===== src/rtl/axi_sram_slave.sv =====
// AXI3-style slave bridging one transaction at a time onto a synchronous single-port SRAM.
//
// Ports
//   ACLK, ARESETn          clock, asynchronous active-low reset
//   AW*_S / AWREADY_S      write address channel (ID, ADDR, LEN, SIZE, BURST)
//   W*_S  / WREADY_S       write data channel (DATA, STRB, LAST)
//   B*_S  / BREADY_S       write response channel (ID, RESP)
//   AR*_S / ARREADY_S      read address channel (ID, ADDR, LEN, SIZE, BURST)
//   R*_S  / RREADY_S       read data channel (ID, DATA, RESP, LAST)
//   CS, OE, WEB, A, DI, DO SRAM port; DO is valid the cycle after A is sampled with CS=1
//
// Every burst is handled as INCR of 32-bit beats; SIZE, BURST and AWLEN are ignored.
// Write bursts end on WLAST. The word address wraps modulo 2^MEM_AW.
module axi_sram_slave #(
  parameter int unsigned MEM_AW = 14
) (
  input  logic              ACLK,
  input  logic              ARESETn,
  // Write address channel
  input  logic [7:0]        AWID_S,
  input  logic [31:0]       AWADDR_S,
  input  logic [3:0]        AWLEN_S,
  input  logic [2:0]        AWSIZE_S,
  input  logic [1:0]        AWBURST_S,
  input  logic              AWVALID_S,
  output logic              AWREADY_S,
  // Write data channel
  input  logic [31:0]       WDATA_S,
  input  logic [3:0]        WSTRB_S,
  input  logic              WLAST_S,
  input  logic              WVALID_S,
  output logic              WREADY_S,
  // Write response channel
  output logic [7:0]        BID_S,
  output logic [1:0]        BRESP_S,
  output logic              BVALID_S,
  input  logic              BREADY_S,
  // Read address channel
  input  logic [7:0]        ARID_S,
  input  logic [31:0]       ARADDR_S,
  input  logic [3:0]        ARLEN_S,
  input  logic [2:0]        ARSIZE_S,
  input  logic [1:0]        ARBURST_S,
  input  logic              ARVALID_S,
  output logic              ARREADY_S,
  // Read data channel
  output logic [7:0]        RID_S,
  output logic [31:0]       RDATA_S,
  output logic [1:0]        RRESP_S,
  output logic              RLAST_S,
  output logic              RVALID_S,
  input  logic              RREADY_S,
  // SRAM port
  output logic              CS,
  output logic              OE,
  output logic [3:0]        WEB,
  output logic [MEM_AW-1:0] A,
  output logic [31:0]       DI,
  input  logic [31:0]       DO
);

  typedef enum logic [2:0] {StIdle, StRFetch, StRData, StWData, StWResp} state_e;

  localparam logic [MEM_AW-1:0] AddrOne = {{(MEM_AW-1){1'b0}}, 1'b1};

  state_e            state_q, state_d;
  logic [MEM_AW-1:0] addr_q, addr_d;  // current beat word address
  logic [7:0]        id_q, id_d;
  logic [3:0]        len_q, len_d;
  logic [3:0]        cnt_q, cnt_d;
  // Last values driven onto A/DI, so the SRAM bus holds while idle.
  logic [MEM_AW-1:0] a_q;
  logic [31:0]       di_q;

  logic unused_inputs;
  assign unused_inputs = ^{AWLEN_S, AWSIZE_S, AWBURST_S, ARSIZE_S, ARBURST_S,
                           AWADDR_S[31:MEM_AW+2], AWADDR_S[1:0],
                           ARADDR_S[31:MEM_AW+2], ARADDR_S[1:0]};

  always_ff @(posedge ACLK or negedge ARESETn) begin
    if (!ARESETn) begin
      state_q <= StIdle;
      addr_q  <= '0;
      id_q    <= '0;
      len_q   <= '0;
      cnt_q   <= '0;
      a_q     <= '0;
      di_q    <= '0;
    end else begin
      state_q <= state_d;
      addr_q  <= addr_d;
      id_q    <= id_d;
      len_q   <= len_d;
      cnt_q   <= cnt_d;
      a_q     <= A;
      di_q    <= DI;
    end
  end

  always_comb begin
    state_d   = state_q;
    addr_d    = addr_q;
    id_d      = id_q;
    len_d     = len_q;
    cnt_d     = cnt_q;
    AWREADY_S = 1'b0;
    WREADY_S  = 1'b0;
    BID_S     = '0;
    BRESP_S   = 2'b00;
    BVALID_S  = 1'b0;
    ARREADY_S = 1'b0;
    RID_S     = '0;
    RDATA_S   = '0;
    RRESP_S   = 2'b00;
    RLAST_S   = 1'b0;
    RVALID_S  = 1'b0;
    CS        = 1'b0;
    OE        = 1'b0;
    WEB       = 4'hF;
    A         = a_q;
    DI        = di_q;

    unique case (state_q)
      StIdle: begin
        // Ready outputs are gated by reset so they read 0 while it is asserted.
        ARREADY_S = ARESETn;
        AWREADY_S = ARESETn & ~ARVALID_S;  // reads take priority over writes
        if (ARVALID_S) begin
          id_d    = ARID_S;
          addr_d  = ARADDR_S[MEM_AW+1:2];
          len_d   = ARLEN_S;
          cnt_d   = '0;
          state_d = StRFetch;
        end else if (AWVALID_S) begin
          id_d    = AWID_S;
          addr_d  = AWADDR_S[MEM_AW+1:2];
          state_d = StWData;
        end
      end

      StRFetch: begin
        CS      = 1'b1;
        OE      = 1'b1;
        A       = addr_q;
        state_d = StRData;
      end

      StRData: begin
        // Keep re-reading the same word so DO, and thus RDATA, stays stable under backpressure.
        CS       = 1'b1;
        OE       = 1'b1;
        A        = addr_q;
        RVALID_S = 1'b1;
        RDATA_S  = DO;
        RID_S    = id_q;
        RLAST_S  = (cnt_q == len_q);
        if (RREADY_S) begin
          if (cnt_q == len_q) begin
            state_d = StIdle;
          end else begin
            addr_d  = addr_q + AddrOne;
            cnt_d   = cnt_q + 4'd1;
            state_d = StRFetch;
          end
        end
      end

      StWData: begin
        WREADY_S = 1'b1;
        if (WVALID_S) begin
          CS     = 1'b1;
          A      = addr_q;
          DI     = WDATA_S;
          WEB    = ~WSTRB_S;
          addr_d = addr_q + AddrOne;
          if (WLAST_S) begin
            state_d = StWResp;
          end
        end
      end

      StWResp: begin
        BVALID_S = 1'b1;
        BID_S    = id_q;
        if (BREADY_S) begin
          state_d = StIdle;
        end
      end

      default: state_d = StIdle;
    endcase
  end

endmodule


===== config.mk =====
export PLATFORM = sky130hd
export DESIGN_NAME = axi_sram_slave
export DESIGN_NICKNAME = d
export VERILOG_FILES = /design/src/rtl/axi_sram_slave.sv
export SDC_FILE = /design/constraint.sdc
export NUM_CORES = 1
export LEC_CHECK = 0
export BUFFER_PORTS_ARGS = -buffer_cell sky130_fd_sc_hd__clkbuf_2
export CAP_MARGIN = 20
export CORE_AREA = 2 2 110 112
export CTS_CLUSTER_DIAMETER = 120
export DETAILED_ROUTE_END_ITERATION = 16
export DIE_AREA = 0 0 112 114
export MAX_ROUTING_LAYER = met4
export PLACE_DENSITY = 0.81
export SYNTH_ARGS = -nofsm -noshare
export SYNTH_HDL_FRONTEND = slang
export SYNTH_SLANG_ARGS = --single-unit

===== constraint.sdc =====
create_clock -name ACLK -period 2.2 [get_ports ACLK]
set_input_delay 0.44 -clock ACLK [delete_from_list [all_inputs] [get_ports ACLK]]
set_output_delay 0.44 -clock ACLK [all_outputs]
set_load 0.02 [all_outputs]

==> results.py <==
metrics = {
    "clocking": {
        "clock_latency_ns": 0.34,
        "clockBufferDepth": 2,
        "path_clk_slew_ns": 0.06,
        "cts_tree": "done",
        "cts_max_level": 3,
        "clockRootBuffer": "clkbuf_16",
        "cts_buffers": 9,
        "clkSinkCount": 79,
    },
    "sta": {
        "fin_worst_skew_ns": 0.00759,
        "layout_min_cycle_time_ns": 2.37,
        "maxClockFrequency_ghz": 0.422,
        "final_hold_viol_count": 0,
        "fin_crit_sh_pct": 108,
        "report.final.slew_viol_count": 0,
        "setup_viol": 86,
        "setup_ws_ns": -0.170,
        "whs_ns": 0.0569,
        "rsz0062_at_grt": "true",
    },
    "grt": {
        "grt_usage_pct": 24.4,
        "overflow": 0,
        "grt_max_degree": 80,
        "antenna_found_initial": 0,
        "grt_pass1_wl_mm": 23.7,
        "grt_pass1_vias": 4537,
    },
    "synth": {
        "ys_seq_elements": 79,
        "ys_seq_area_share_pct": 46.3,
        "synthFlopType": "dfrtp_1",
        "ys_warn_count": 0,
        "synth.largest_area_cell": "dfrtp_1",
        "synth_area_per_cell_um2": 9.33,
        "netlist_area_mm2": 0.00427,
        "syn_inst": 457,
        "synth_top_area_share_pct": 46.3,
        "yosysUniqueCellTypes": 53,
        "synth_common_cells": "111 x nand2_1, 79 x dfrtp_1, 43 x and2_1, 22 x mux2_2, 17 x buf_2",
        "synth_area_leaders": "dfrtp_1 46%, nand2_1 9.8%, and2_1 6.3%",
        "yosysMostFrequentCell": "nand2_1",
        "synth_edf_count": 0,
        "async_flop_share_pct": 100,
    },
    "placement": {
        "hpwlAfterDp_mm": 9.30,
        "portBuffers": 229,
        "dp.cells": 819,
        "gp_congestion": 0.862,
    },
    "power": {
        "power_mw": 13.6,
        "p_per_area_mw_per_mm2": 1720,
        "p_leak_nw": 4.01,
        "ir_drop_mv": 1.09,
    },
    "critical_path": {
        "worstPathArrival_ns": 1.93,
        "path_buf_inv": 3,
        "cpMaxStageDelayCell": "dfrtp_2",
        "cp_top_family": "flip-flops",
        "cpPeakStageDelay_ns": 0.45,
        "cp.required_ns": 1.76,
        "cp-end-kind": "primary output",
        "startpoint_type": "flip-flop",
        "crit_type": "flip-flop to primary output",
        "worstPathMaxFanout": 7,
        "worstPathCellList": "nand2_4 -> nor2_4 -> nor3_4 -> buf_6 -> clkbuf_16 -> mux2_4 -> buf_8",
    },
    "min_path": {
        "hold_path_class": "input pin to asynchronous set/reset pin",
    },
    "final_layout": {
        "final_cells": 911,
        "multi_input_area_mm2": 0.00251,
        "areaGrowthSynthToFinish_pct": 85.9,
        "drive_gt1_share_pct": 62.4,
        "regArea_mm2": 0.00198,
        "final_util_pct": 67.7,
        "layout.nets": 934,
        "fillerInstances": 781,
    },
    "flow_run": {
        "drv_cap": 0,
    },
    "route": {
        "num_vias": 4941,
        "via_per_inst": 5.42,
        "drtIter0Drc": 315,
        "wirelength_mm": 18.0,
        "drcViolationCount": 0,
        "drt_first_pass_iters": 4,
        "final_antenna_net_count": 0,
        "wl_per_cell_um": 19.7,
    },
    "die": {
        "rows": 40,
        "core_area_mm2": 0.0117,
        "dieArea_mm2": 0.0128,
        "start_util_pct": 36.4,
        "dieHeight_um": 114,
        "die_w_um": 112,
        "io_pins": 284,
    },
    "run_status": {
        "violations": "negative setup slack",
        "status": "finished with violations",
    },
}
layout by cell type, fill, tap and decap left out, drive strengths merged, types with 2 or more instances in the layout:
cell     instances
nor2b            8
nor3             5
inv              5
clkinv           3
o21ai            6
o31a             2
o22ai            2
conb             4
and3            12
xor2             5
a2bb2oi          2
nand2          111
a211oi           9
a21oi           13
o211ai           3
mux2i           14
a31oi            4
nand4            5
nor2            16
and2            43
or4              3
nand3           11
o22a             7
mux2            22
buf            173
clkbuf         160
a221oi           9
dfrtp           79
ha               2
nand2b           2
nor4             4
what timing repair did:
action | CTS | global route
buffers inserted | 40 | 24
hold buffers | 0 | 0
endpoints found under the hold margin | 0 | 0
gates cloned | 10 | 7
setup endpoints to repair | 64 | 96
pin swaps | 20 | 31
gates resized for setup | 145 | 284
kinds of logic (layout without fill, tap and decap cells):
| logic type | after synthesis | in the layout | share of synthesized area, % |
|---|---|---|---|
| mux | 36 | 36 | 9.09 |
| fa+ha+maj | 2 | 2 | 0.587 |
| flops | 79 | 79 | 46.3 |
| xor+xnor | 6 | 6 | 1.23 |
| buf+inv | 40 | 343 | 4.81 |
| other cells | 1 | 5 | 0.0879 |
| compound gates | 68 | 68 | 11.6 |
| simple gates | 225 | 225 | 26.3 |
state kept, by name, indices dropped and copies added, names as in the netlist:
name and flops:
cnt_q 4, len_q 4, a_q 14, id_q 8
di_q 32, addr_q 14, state_q 3
report_power, final:
part           leakage [nW]  total (mW)  internal [mW]  switching [mW]
registers             0.943        2.64           2.15           0.489
clock network         0.152        1.55          0.939           0.614
logic                  2.92        9.43           4.94            4.49
through the flow:
stage	instance area, µm²	setup slack (ns)	setup TNS [ns]
floorplan	4280	0.101	0
global placement	5600	0.0238	0
detailed placement	5600	-0.00692	-0.00692
CTS	7030	-0.214	-6.60
global route	7930	-0.216	-12.04
finish	7930	-0.170	-7.14
layout make-up:
class / instances / share of cell area (%)
timing repair buffer: 322 / 36.9
multi-input combinational: 341 / 31.6
sequential: 79 / 25.0
clock buffer: 11 / 3.19
tap: 147 / 2.32
clock inverter: 5 / 0.710
inverter: 5 / 0.237
antenna: 1 / 0.0316
path summary, 6_finish.rpt:
path,slack [ns],cells after the start,endpoint,start
max,-0.17,7,A[12],state_q[0]$_DFFE_PN0P_
min,0.06,2,a_q[0]$_DFF_PN0_,ARESETn
max reg2reg,-0.05,15,state_q[1]$_DFFE_PN0P_,state_q[0]$_DFFE_PN0P_
min reg2reg,0.48,2,di_q[6]$_DFF_PN0_,di_q[6]$_DFF_PN0_
max in group asynchronous,1.56,3,state_q[1]$_DFFE_PN0P_,ARESETn
min in group ACLK,0.32,3,di_q[6]$_DFF_PN0_,WDATA_S[6]
routing by layer:
layer  vias up  GRT usage (%)  wire length (µm)
li1       2182              -                 -
met1      2339           26.8              6440
met2       330           42.1              8960
met3        90           5.15              1480
met4         0           12.7              1090
met5         -              -                 0
No activity file was read; power rests on OpenSTA's default activity.
